--- config.mk ---
export PLATFORM = sky130hd
export DESIGN_NAME = lsu_mem_master
export DESIGN_NICKNAME = d
export VERILOG_FILES = /design/src/rtl/lsu_mem_master.sv
export SDC_FILE = /design/constraint.sdc
export NUM_CORES = 1
export LEC_CHECK = 0
export BUFFER_PORTS_ARGS = -buffer_cell sky130_fd_sc_hd__buf_2
export CORE_MARGIN = 2
export CORE_UTILIZATION = 56
export CTS_CLUSTER_DIAMETER = 50
export DETAILED_ROUTE_END_ITERATION = 7
export PLACE_DENSITY = 0.86
export SKIP_LAST_GASP = 1
export SYNTH_ARGS = -nofsm -noshare
export SYNTH_HDL_FRONTEND = slang
export SYNTH_SLANG_ARGS = --single-unit
--- constraint.sdc ---
create_clock -name clk -period 2.6 [get_ports clk]
set_input_delay 0.13 -clock clk [delete_from_list [all_inputs] [get_ports clk]]
set_output_delay 0.13 -clock clk [all_outputs]
set_load 0.03 [all_outputs]
--- src/rtl/lsu_mem_master.sv ---
// lsu_mem_master
//   Load/store initiator between the RV32I execute stage and a word-addressed
//   data memory. It accepts one request at a time and drives only word-aligned
//   addresses. Sub-word stores are done as a read-modify-write. Loads are
//   extracted to byte/half/word and sign- or zero-extended. Misaligned,
//   out-of-range and illegal-funct3 requests fault without touching memory.
//
// Parameters
//   MEM_WORDS : memory depth in 32-bit words; addr[31:2] >= MEM_WORDS faults
//   COUNT_W   : width of the statistics counters
//
// Ports
//   clk, rst_n          clock, asynchronous active-low reset
//   req_valid/req_ready request handshake (ready only in IDLE)
//   req_we, req_funct3  store flag and RV32I width/sign code
//   req_addr, req_wdata byte address and store data
//   resp_valid          one-cycle completion pulse
//   resp_rdata          extended load data (0 for stores/faults)
//   resp_fault          request was rejected
//   mem_address         word-aligned memory address (0 when idle)
//   mem_write_data      full word to write
//   mem_write_enable    single-cycle write strobe
//   mem_read_data       combinational read of mem_address
//
// Optional feature (macro LSU_STATS_EN)
//   Adds saturating counters stat_loads, stat_stores, stat_faults
//   (COUNT_W bits each), incremented in the RESP cycle.

module lsu_mem_master #(
  parameter int unsigned MEM_WORDS = 64,
  parameter int unsigned COUNT_W   = 16
) (
  input  logic                clk,
  input  logic                rst_n,
  input  logic                req_valid,
  output logic                req_ready,
  input  logic                req_we,
  input  logic [2:0]          req_funct3,
  input  logic [31:0]         req_addr,
  input  logic [31:0]         req_wdata,
  output logic                resp_valid,
  output logic [31:0]         resp_rdata,
  output logic                resp_fault,
  output logic [31:0]         mem_address,
  output logic [31:0]         mem_write_data,
  output logic                mem_write_enable,
  input  logic [31:0]         mem_read_data
`ifdef LSU_STATS_EN
  ,
  output logic [COUNT_W-1:0]  stat_loads,
  output logic [COUNT_W-1:0]  stat_stores,
  output logic [COUNT_W-1:0]  stat_faults
`endif
);

  typedef enum logic [2:0] {
    S_IDLE,
    S_LOAD,
    S_WRITE,
    S_RMW_RD,
    S_RMW_WR,
    S_RESP
  } state_e;

  state_e      state_q;
  logic        we_q;
  logic [2:0]  funct3_q;
  logic [31:0] addr_q;
  logic [31:0] wdata_q;
  logic [31:0] word_q;
  logic [31:0] rdata_q;
  logic        fault_q;

  logic        fault_d;
  logic [31:0] load_ext_d;
  logic [31:0] merged_d;

  // Fault decode on the incoming request
  always_comb begin
    logic f3_bad;
    logic mis_half;
    logic mis_word;
    logic out_range;
    if (req_we) begin
      f3_bad = (req_funct3 > 3'd2);
    end else begin
      f3_bad = !((req_funct3 == 3'd0) || (req_funct3 == 3'd1) ||
                 (req_funct3 == 3'd2) || (req_funct3 == 3'd4) ||
                 (req_funct3 == 3'd5));
    end
    mis_half  = (req_funct3[1:0] == 2'd1) && req_addr[0];
    mis_word  = (req_funct3[1:0] == 2'd2) && (req_addr[1:0] != 2'b00);
    // Zero-extended compare: no wrap-around for addresses near 2^32
    out_range = ({2'b00, req_addr[31:2]} >= MEM_WORDS);
    fault_d   = f3_bad || mis_half || mis_word || out_range;
  end

  // Load extraction and extension from the live memory read
  always_comb begin
    logic [7:0]  byte_sel;
    logic [15:0] half_sel;
    unique case (addr_q[1:0])
      2'd0:    byte_sel = mem_read_data[7:0];
      2'd1:    byte_sel = mem_read_data[15:8];
      2'd2:    byte_sel = mem_read_data[23:16];
      default: byte_sel = mem_read_data[31:24];
    endcase
    half_sel = addr_q[1] ? mem_read_data[31:16] : mem_read_data[15:0];
    case (funct3_q)
      3'd0:    load_ext_d = {{24{byte_sel[7]}}, byte_sel};
      3'd4:    load_ext_d = {24'h000000, byte_sel};
      3'd1:    load_ext_d = {{16{half_sel[15]}}, half_sel};
      3'd5:    load_ext_d = {16'h0000, half_sel};
      default: load_ext_d = mem_read_data;
    endcase
  end

  // Lane merge for SB/SH into the word captured during RMW_RD
  always_comb begin
    merged_d = word_q;
    if (funct3_q[1:0] == 2'd0) begin
      unique case (addr_q[1:0])
        2'd0:    merged_d[7:0]   = wdata_q[7:0];
        2'd1:    merged_d[15:8]  = wdata_q[7:0];
        2'd2:    merged_d[23:16] = wdata_q[7:0];
        default: merged_d[31:24] = wdata_q[7:0];
      endcase
    end else if (addr_q[1]) begin
      merged_d[31:16] = wdata_q[15:0];
    end else begin
      merged_d[15:0] = wdata_q[15:0];
    end
  end

  always_ff @(posedge clk or negedge rst_n) begin
    if (!rst_n) begin
      state_q  <= S_IDLE;
      we_q     <= 1'b0;
      funct3_q <= '0;
      addr_q   <= '0;
      wdata_q  <= '0;
      word_q   <= '0;
      rdata_q  <= '0;
      fault_q  <= 1'b0;
    end else begin
      unique case (state_q)
        S_IDLE: begin
          if (req_valid) begin
            we_q     <= req_we;
            funct3_q <= req_funct3;
            addr_q   <= req_addr;
            wdata_q  <= req_wdata;
            fault_q  <= fault_d;
            rdata_q  <= '0;
            if (fault_d)                       state_q <= S_RESP;
            else if (!req_we)                  state_q <= S_LOAD;
            else if (req_funct3[1:0] == 2'd2)  state_q <= S_WRITE;
            else                               state_q <= S_RMW_RD;
          end
        end
        S_LOAD: begin
          rdata_q <= load_ext_d;
          state_q <= S_RESP;
        end
        S_WRITE:  state_q <= S_RESP;
        S_RMW_RD: begin
          word_q  <= mem_read_data;
          state_q <= S_RMW_WR;
        end
        S_RMW_WR: state_q <= S_RESP;
        S_RESP:   state_q <= S_IDLE;
        default:  state_q <= S_IDLE;
      endcase
    end
  end

  // Outputs decoded only from registered state so reset clears them at once
  assign req_ready        = (state_q == S_IDLE);
  assign resp_valid       = (state_q == S_RESP);
  assign resp_fault       = resp_valid && fault_q;
  assign resp_rdata       = resp_valid ? rdata_q : '0;
  assign mem_address      = (state_q == S_IDLE) ? '0 : {addr_q[31:2], 2'b00};
  assign mem_write_enable = (state_q == S_WRITE) || (state_q == S_RMW_WR);
  assign mem_write_data   = (state_q == S_WRITE)  ? wdata_q  :
                            (state_q == S_RMW_WR) ? merged_d : '0;

`ifdef LSU_STATS_EN
  logic [COUNT_W-1:0] loads_q, stores_q, faults_q;

  always_ff @(posedge clk or negedge rst_n) begin
    if (!rst_n) begin
      loads_q  <= '0;
      stores_q <= '0;
      faults_q <= '0;
    end else if (state_q == S_RESP) begin
      if (fault_q) begin
        if (faults_q != '1) faults_q <= faults_q + COUNT_W'(1);
      end else if (we_q) begin
        if (stores_q != '1) stores_q <= stores_q + COUNT_W'(1);
      end else begin
        if (loads_q != '1) loads_q <= loads_q + COUNT_W'(1);
      end
    end
  end

  assign stat_loads  = loads_q;
  assign stat_stores = stores_q;
  assign stat_faults = faults_q;
`else
  // COUNT_W only sizes the statistics counters; this empty guard keeps the
  // parameter referenced when they are compiled out.
  if (COUNT_W == 0) begin : g_count_w_zero
  end
`endif

endmodule

==> out/metrics.yaml, run 1 <==
worst_setup_path:
  end_kind: "output pin"
  r2r-end: "rdata_q[8]$_DFFE_PN0P_"
  ff2ff_setup_slack_ps: 560
  reg2reg_from: "addr_q[1]$_DFFE_PN0P_"
  critPathMaxFanout: 11
  crit_type: "reg -> out"
  arrival_ps: 2440
  startpoint_type: "register"
  crit_required_ps: 2470
  r2r_cells: 4
  cp-startpoint: "funct3_q[0]$_DFFE_PN0P_"
timing:
  relSlewSlack_pct: 24.5
  tightest_slew_ps: 1130
  fmax_ghz: 0.389
  timing.hold.ws_ps: -0.751
  period_needed_ps: 2570
  drv_slew: 0
  rsz0062_at_grt: "yes"
  period_share_pct: 98.9
  tns_ps: 0
  hold_viol: 1
  setup_viol: 0
  clock_skew_ps: 3.90
final_layout:
  final_cells: 1034
  drive_gt1_share_pct: 34.5
  area_growth_pct: 37.3
  layout.nets: 976
clock_network:
  clk_latency_ps: 420
  clockBufferDepth: 2
  htreeDepth: 4
  root_buffer: "clkbuf_16"
  cts_inserted_buffers: 17
  cts_setup_buffers: 0
  clk_pin_slew_ps: 60
  tritoncts: "done"
  numClockSinks: 135
yosys:
  synth_common_cells: "dfrtp_1 (135), and2_1 (70), mux2_1 (51)"
  yosysWarnings: 0
  syn_avg_cell_area_sq_um: 11.4
  yosysMostFrequentCell: "dfrtp_1"
  yosysSeqAreaShare_pct: 49.2
  synth.top_cell.area_share_pct: 49.2
  synth-async-reset-ratio_pct: 100
  synth_area_leaders: "dfrtp_1 (49%), mux2_1 (8.4%), mux2_2 (7.4%)"
  synthDistinctLibCells: 55
  synth.ff_latch_count: 135
  syn_area_sq_um: 6860
  ys.flop_type: "dfrtp_1"
  synth_cells: 602
  synth_top_area_cell: "dfrtp_1"
  synth_edf_count: 0
grt:
  grt-ovfl-total: 0
  gr-usage-all-layers_pct: 32.5
  antenna_found_initial: 1
  grt_pass1_vias: 6159
  grt_max_degree: 85
  grt_pass1_wl_um: 32400
detailed_routing:
  via_count: 6097
  drtIter0Drc: 482
  vias_per_cell: 5.90
  antenna_left: 0
  drtPass1Iterations: 6
  finalWirelength_um: 20900
  routedWlPerCell_um: 20.2
  drcViolationCount: 0
worst_hold_path:
  worst_hold_path_type: "in -> reg"
  min_from: "mem_read_data[2]"
  holdPathEnd: "word_q[2]$_DFFE_PN0N_"
  whs_path_depth: 2
pwr:
  p_total_w: 0.0116
  worst_ir_drop_vdd_mv: 0.818
  power.density_nw_per_um2: 1230
  p_leak_nw: 4.48
floorplan:
  dieArea_sq_um: 13200
  initial_core_util_pct: 57.1
  num_rows: 40
  die_w_um: 115
  fp.dieH_um: 115
  core_sq_um: 12000
  ios: 203
outcome:
  violations: "negative hold slack"
  status: "complete, but fails checks"
job:
  drv_cap: 0
placed_design:
  hpwl_um: 14100
  globalplace.congestion: 0.866
  placed_cells: 918
  port_buffers: 200
-- where the power goes --
group | switching (W) | leakage, nW | internal, W
clock network | 0.000869 | 0.300 | 0.00163
logic | 0.00349 | 2.56 | 0.00212
registers | 0.000631 | 1.62 | 0.00289
total | 0.00499 | 4.48 | 0.00664
-- sequential cells by signal, indices dropped and copies added, names as in the netlist --
name and flops:
funct3_q 3, addr_q 32, wdata_q 32, rdata_q 32
fault_q 1, state_q 3, word_q 32
-- worst max path at each step --
| stage | end | cells after the start |
|---|---|---|
| 3_3_place_gp | mem_write_data[26] | 6 |
| 6_report | mem_write_data[25] | 6 |
| 3_5_place_dp | mem_write_data[27] | 6 |
| 5_1_grt | mem_write_data[25] | 6 |
| 4_1_cts | mem_write_data[24] | 6 |
| 2_1_floorplan | mem_write_data[16] | 6 |
-- final cells by class --
cell class                      instances  area (sq um)
Clock buffer                           25           505
Fill cell                             747          2590
Tap cell                              147           184
Antenna cell                            1          2.50
Clock inverter                          7           115
Sequential cell                       135          3380
Timing Repair Buffer                  296          1950
Inverter                                6          22.5
Multi-Input combinational cell        417          3270
-- through the flow --
stage | worst slack (ps) | util [%] | cell area, sq um
2_1_floorplan | 754 | - | 6870
3_3_place_gp | 399 | 66.2 | 7950
3_5_place_dp | 403 | 66.2 | 7950
4_1_cts | 12.4 | 78.2 | 9400
5_1_grt | -18.1 | 78.4 | 9420
6_report | 28.9 | 78.5 | 9420
-- worst max-delay path, stage by stage, from the launching register on --
cell and delay (ps):
dfrtp_1 480, or2_2 460, buf_4 230, nor3_1 210
o21ai_0 190, a32o_1 280, buf_2 170
-- cells in the final DEF, fill, tap and decap left out, types with 4 or more instances in the layout --
cell type,n
buf_2,199
nor4_1,7
clkbuf_8,5
a21o_1,4
nor3_1,5
inv_1,5
dfrtp_1,135
clkbuf_16,17
a21oi_1,9
a211o_1,7
nand2_1,30
a32o_1,14
o21ai_1,25
mux2_2,45
o21a_1,7
buf_4,12
nor2_1,14
nand2b_1,17
nor3_2,4
a221o_1,16
o21ai_0,26
mux2i_1,9
a22o_1,8
dlygate4sd3_1,83
and2_1,69
mux2_1,51
o22ai_1,6
a21bo_1,6
-- repair_timing --
| item | CTS | global route |
|---|---|---|
| endpoints found under the hold margin | 169 | 1 |
| resized for setup | 2 | 4 |
| endpoints found under the setup margin | 4 | 14 |
| hold buffers | 82 | 1 |
-- metal layers --
metal	up-vias	global-route usage [%]	share of wire, %	wire (um)
li1	2725	-	-	-
met1	3014	39.7	39	8140
met2	305	55.9	50	10500
met3	53	8.10	7.9	1640
met4	0	12.6	2.9	612
met5	-	0	0	0
-- kinds of logic after synthesis --
group / Yosys count / share of synthesized area (%)
buf+inv: 51 / 3.72
flops: 135 / 49.2
mux: 107 / 17.7
compound gates: 140 / 14.8
simple gates: 168 / 14.5
other cells: 1 / 0.0546
No activity file was read; power rests on OpenSTA's default activity.
==> run 2, diff against run 1 <==
--- a/config.mk
+++ b/config.mk
@@ -10,7 +10,7 @@
 export CORE_UTILIZATION = 56
 export CTS_CLUSTER_DIAMETER = 50
 export DETAILED_ROUTE_END_ITERATION = 7
-export PLACE_DENSITY = 0.86
+export PLACE_DENSITY = 0.95
 export SKIP_LAST_GASP = 1
 export SYNTH_ARGS = -nofsm -noshare
 export SYNTH_HDL_FRONTEND = slang
==> run 2 against run 1 <==
The run now ends clean. Highest routed layer unchanged. Total power grew 1.3%. Via count grew 7.1%. Register-to-register slack gained 40 ps. Combinational power grew 3%. Final area is essentially flat. Clock-buffer cell count shrank 8. Sequential cell count is the same. Cell count grew 0.19%. Clock power shrank 4%. Core utilization shrank 0.073 points. Clock skew grew 6.0 ps.
==> out/metrics.yaml, run 2 (synthesis results as in run 1) <==
outcome:
  status: "finished, final reports clean"
pwr:
  power.density_nw_per_um2: 1250  # +1.4%
  p_leak_nw: 4.47  # -0.17%
  worst_ir_drop_vdd_mv: 0.887  # +8.5%
timing:
  timing.hold.ws_ps: 26.2  # +26.9 ps
  rsz0062_at_grt: "no"
  period_share_pct: 96.7  # -2.2 points
  relSlewSlack_pct: 27.4  # +2.9 points
  period_needed_ps: 2510  # -57.1 ps
  clock_skew_ps: 9.89  # +5.99 ps
  setup_viol: 0  # unchanged
  tightest_slew_ps: 1090  # -44.1 ps
  hold_viol: 0  # -1
  drv_slew: 0  # unchanged
  fmax_ghz: 0.398  # +2.3%
  tns_ps: 0  # unchanged
worst_hold_path:
  worst_hold_path_type: "in -> reg"
  whs_path_depth: 2  # unchanged
floorplan:
  ios: 203  # unchanged
  die_w_um: 115  # unchanged
  fp.dieH_um: 115  # unchanged
  initial_core_util_pct: 57.1  # unchanged
  num_rows: 40  # unchanged
  dieArea_sq_um: 13200  # unchanged
  core_sq_um: 12000  # unchanged
detailed_routing:
  via_count: 6530  # +7.1%
  met1_length_um: 8410  # +3.3%
  routedWlPerCell_um: 22.8  # +13%
  wl_met2_um: 11800  # +12%
  finalWirelength_um: 23600  # +13%
  drtIter0Drc: 758  # +57%
  drtPass1Iterations: 6  # unchanged
  met3WireLength_um: 2300  # +40%
  vias_per_cell: 6.30  # +6.9%
  antenna_left: 0  # unchanged
  drcViolationCount: 0  # unchanged
  highest_layer: "met4"
clock_network:
  cts_inserted_buffers: 17  # unchanged
  clockBufferDepth: 2  # unchanged
  tritoncts: "done"
  numClockSinks: 135  # unchanged
  htreeDepth: 4  # unchanged
  clk_latency_ps: 430  # about the same
  root_buffer: "clkbuf_16"
  clk_pin_slew_ps: 60  # about the same
worst_setup_path:
  startpoint_type: "register"
  end_kind: "output pin"
  critPathMaxFanout: 10  # -1
  crit_type: "reg -> out"
  r2r_cells: 4  # unchanged
  slowest_stage: "dfrtp_1"
  crit_required_ps: 2470  # about the same
  path_cells: "inv_2 > a21oi_1 > o21ai_0 > o21ai_1 > buf_2"
  max_stage_delay_ps: 560  # +80 ps
  arrival_ps: 2380  # -60 ps
grt:
  grt-ovfl-total: 0  # unchanged
  grt_pass1_vias: 6683  # +8.5%
  grt_max_degree: 55  # -35%
  grt_pass1_wl_um: 36200  # +12%
  antenna_found_initial: 0  # -1
  gr-usage-all-layers_pct: 36.7  # +4.1 points
final_layout:
  area_growth_pct: 37.2  # about the same
  final_cell_mix: "buf_2 (199), dfrtp_1 (134), dlygate4sd3_1 (84)"
  drive_gt1_share_pct: 34.8  # +0.22 points
  layout_commonest_cell: "buf_2"
  antenna_cells: 0  # -1
  fillers: 665  # -11%
  layout.nets: 979  # +0.31%
placed_design:
  globalplace.congestion: 0.943  # +8.9%
  port_buffers: 200  # unchanged
  hpwl_um: 14600  # +3.7%
job:
  drv_cap: 0  # unchanged
==> run 2: per-stage QoR <==
| step | cell area, sq um | instances | utilization [%] | setup WS, ps | total power, W |
|---|---|---|---|---|---|
| 2_1_floorplan | 6870 | 603 | - | 754 | 0.00738 |
| 3_3_place_gp | 7960 | 918 | 66.3 | 507 | 0.00870 |
| 3_5_place_dp | 7960 | 918 | 66.3 | 424 | 0.00890 |
| 4_1_cts | 9390 | 1036 | 78.2 | 2.62 | 0.0114 |
| 5_1_grt | 9420 | 1036 | 78.4 | 16.3 | 0.0123 |
| 6_report | 9420 | 1036 | 78.4 | 86.0 | 0.0118 |
==> run 2: power by group <==
| group | internal, W | leakage [nW] | total, W | switching (W) |
|---|---|---|---|---|
| Clock | 0.00141 | 0.276 | 0.00239 | 0.000979 |
| Combinational | 0.00214 | 2.58 | 0.00580 | 0.00366 |
| Sequential | 0.00289 | 1.62 | 0.00360 | 0.000707 |
| Total | 0.00645 | 4.47 | 0.0118 | 0.00534 |
==> run 2: timing repair <==
action | in CTS | in global routing
gates resized for setup | 1 | 6
hold buffers | 84 | 0
endpoints found under the setup margin | 8 | 25
setup buffers | 2 | 0
endpoints found under the hold margin | 123 | 0
pin swaps | 1 | 0
==> run 2: layer usage <==
metal	global-route usage, %	up-vias
met3	11.5	119
met5	0	-
li1	-	2731
met2	61.3	500
met4	19.4	0
met1	42.5	3180
==> run 2: final cells by class <==
type	instances	area, sq um	area share, %
flip-flops and latches	135	3380	35.9
inverters	6	22.5	0.239
multi-input cells	417	3270	34.7
well taps	147	184	1.95
clock buffers	17	425	4.52
repair buffers	299	1980	21.0
clock inverters	15	154	1.63
==> run 2: critical path: cells and delay by family, from the launching register on <==
kind	cells	cell delay [ps]
flops	1	560
compound gates	3	950
buf+inv	2	450
==> run 2: final timing paths <==
path / startpoint / slack [ps] / end
setup / recovery: addr_q[0]$_DFFE_PN0P_ / 90 / mem_write_data[15]
hold / removal: mem_read_data[24] / 30 / rdata_q[24]$_DFFE_PN0P_
setup reg to reg: state_q[0]$_DFFE_PN0P_ / 600 / state_q[0]$_DFFE_PN0P_
hold reg to reg: rdata_q[9]$_DFFE_PN0P_ / 470 / rdata_q[9]$_DFFE_PN0P_
max in group asynchronous: rst_n / 1710 / wdata_q[19]$_DFFE_PN0P_
min in group asynchronous: rst_n / 220 / rdata_q[24]$_DFFE_PN0P_
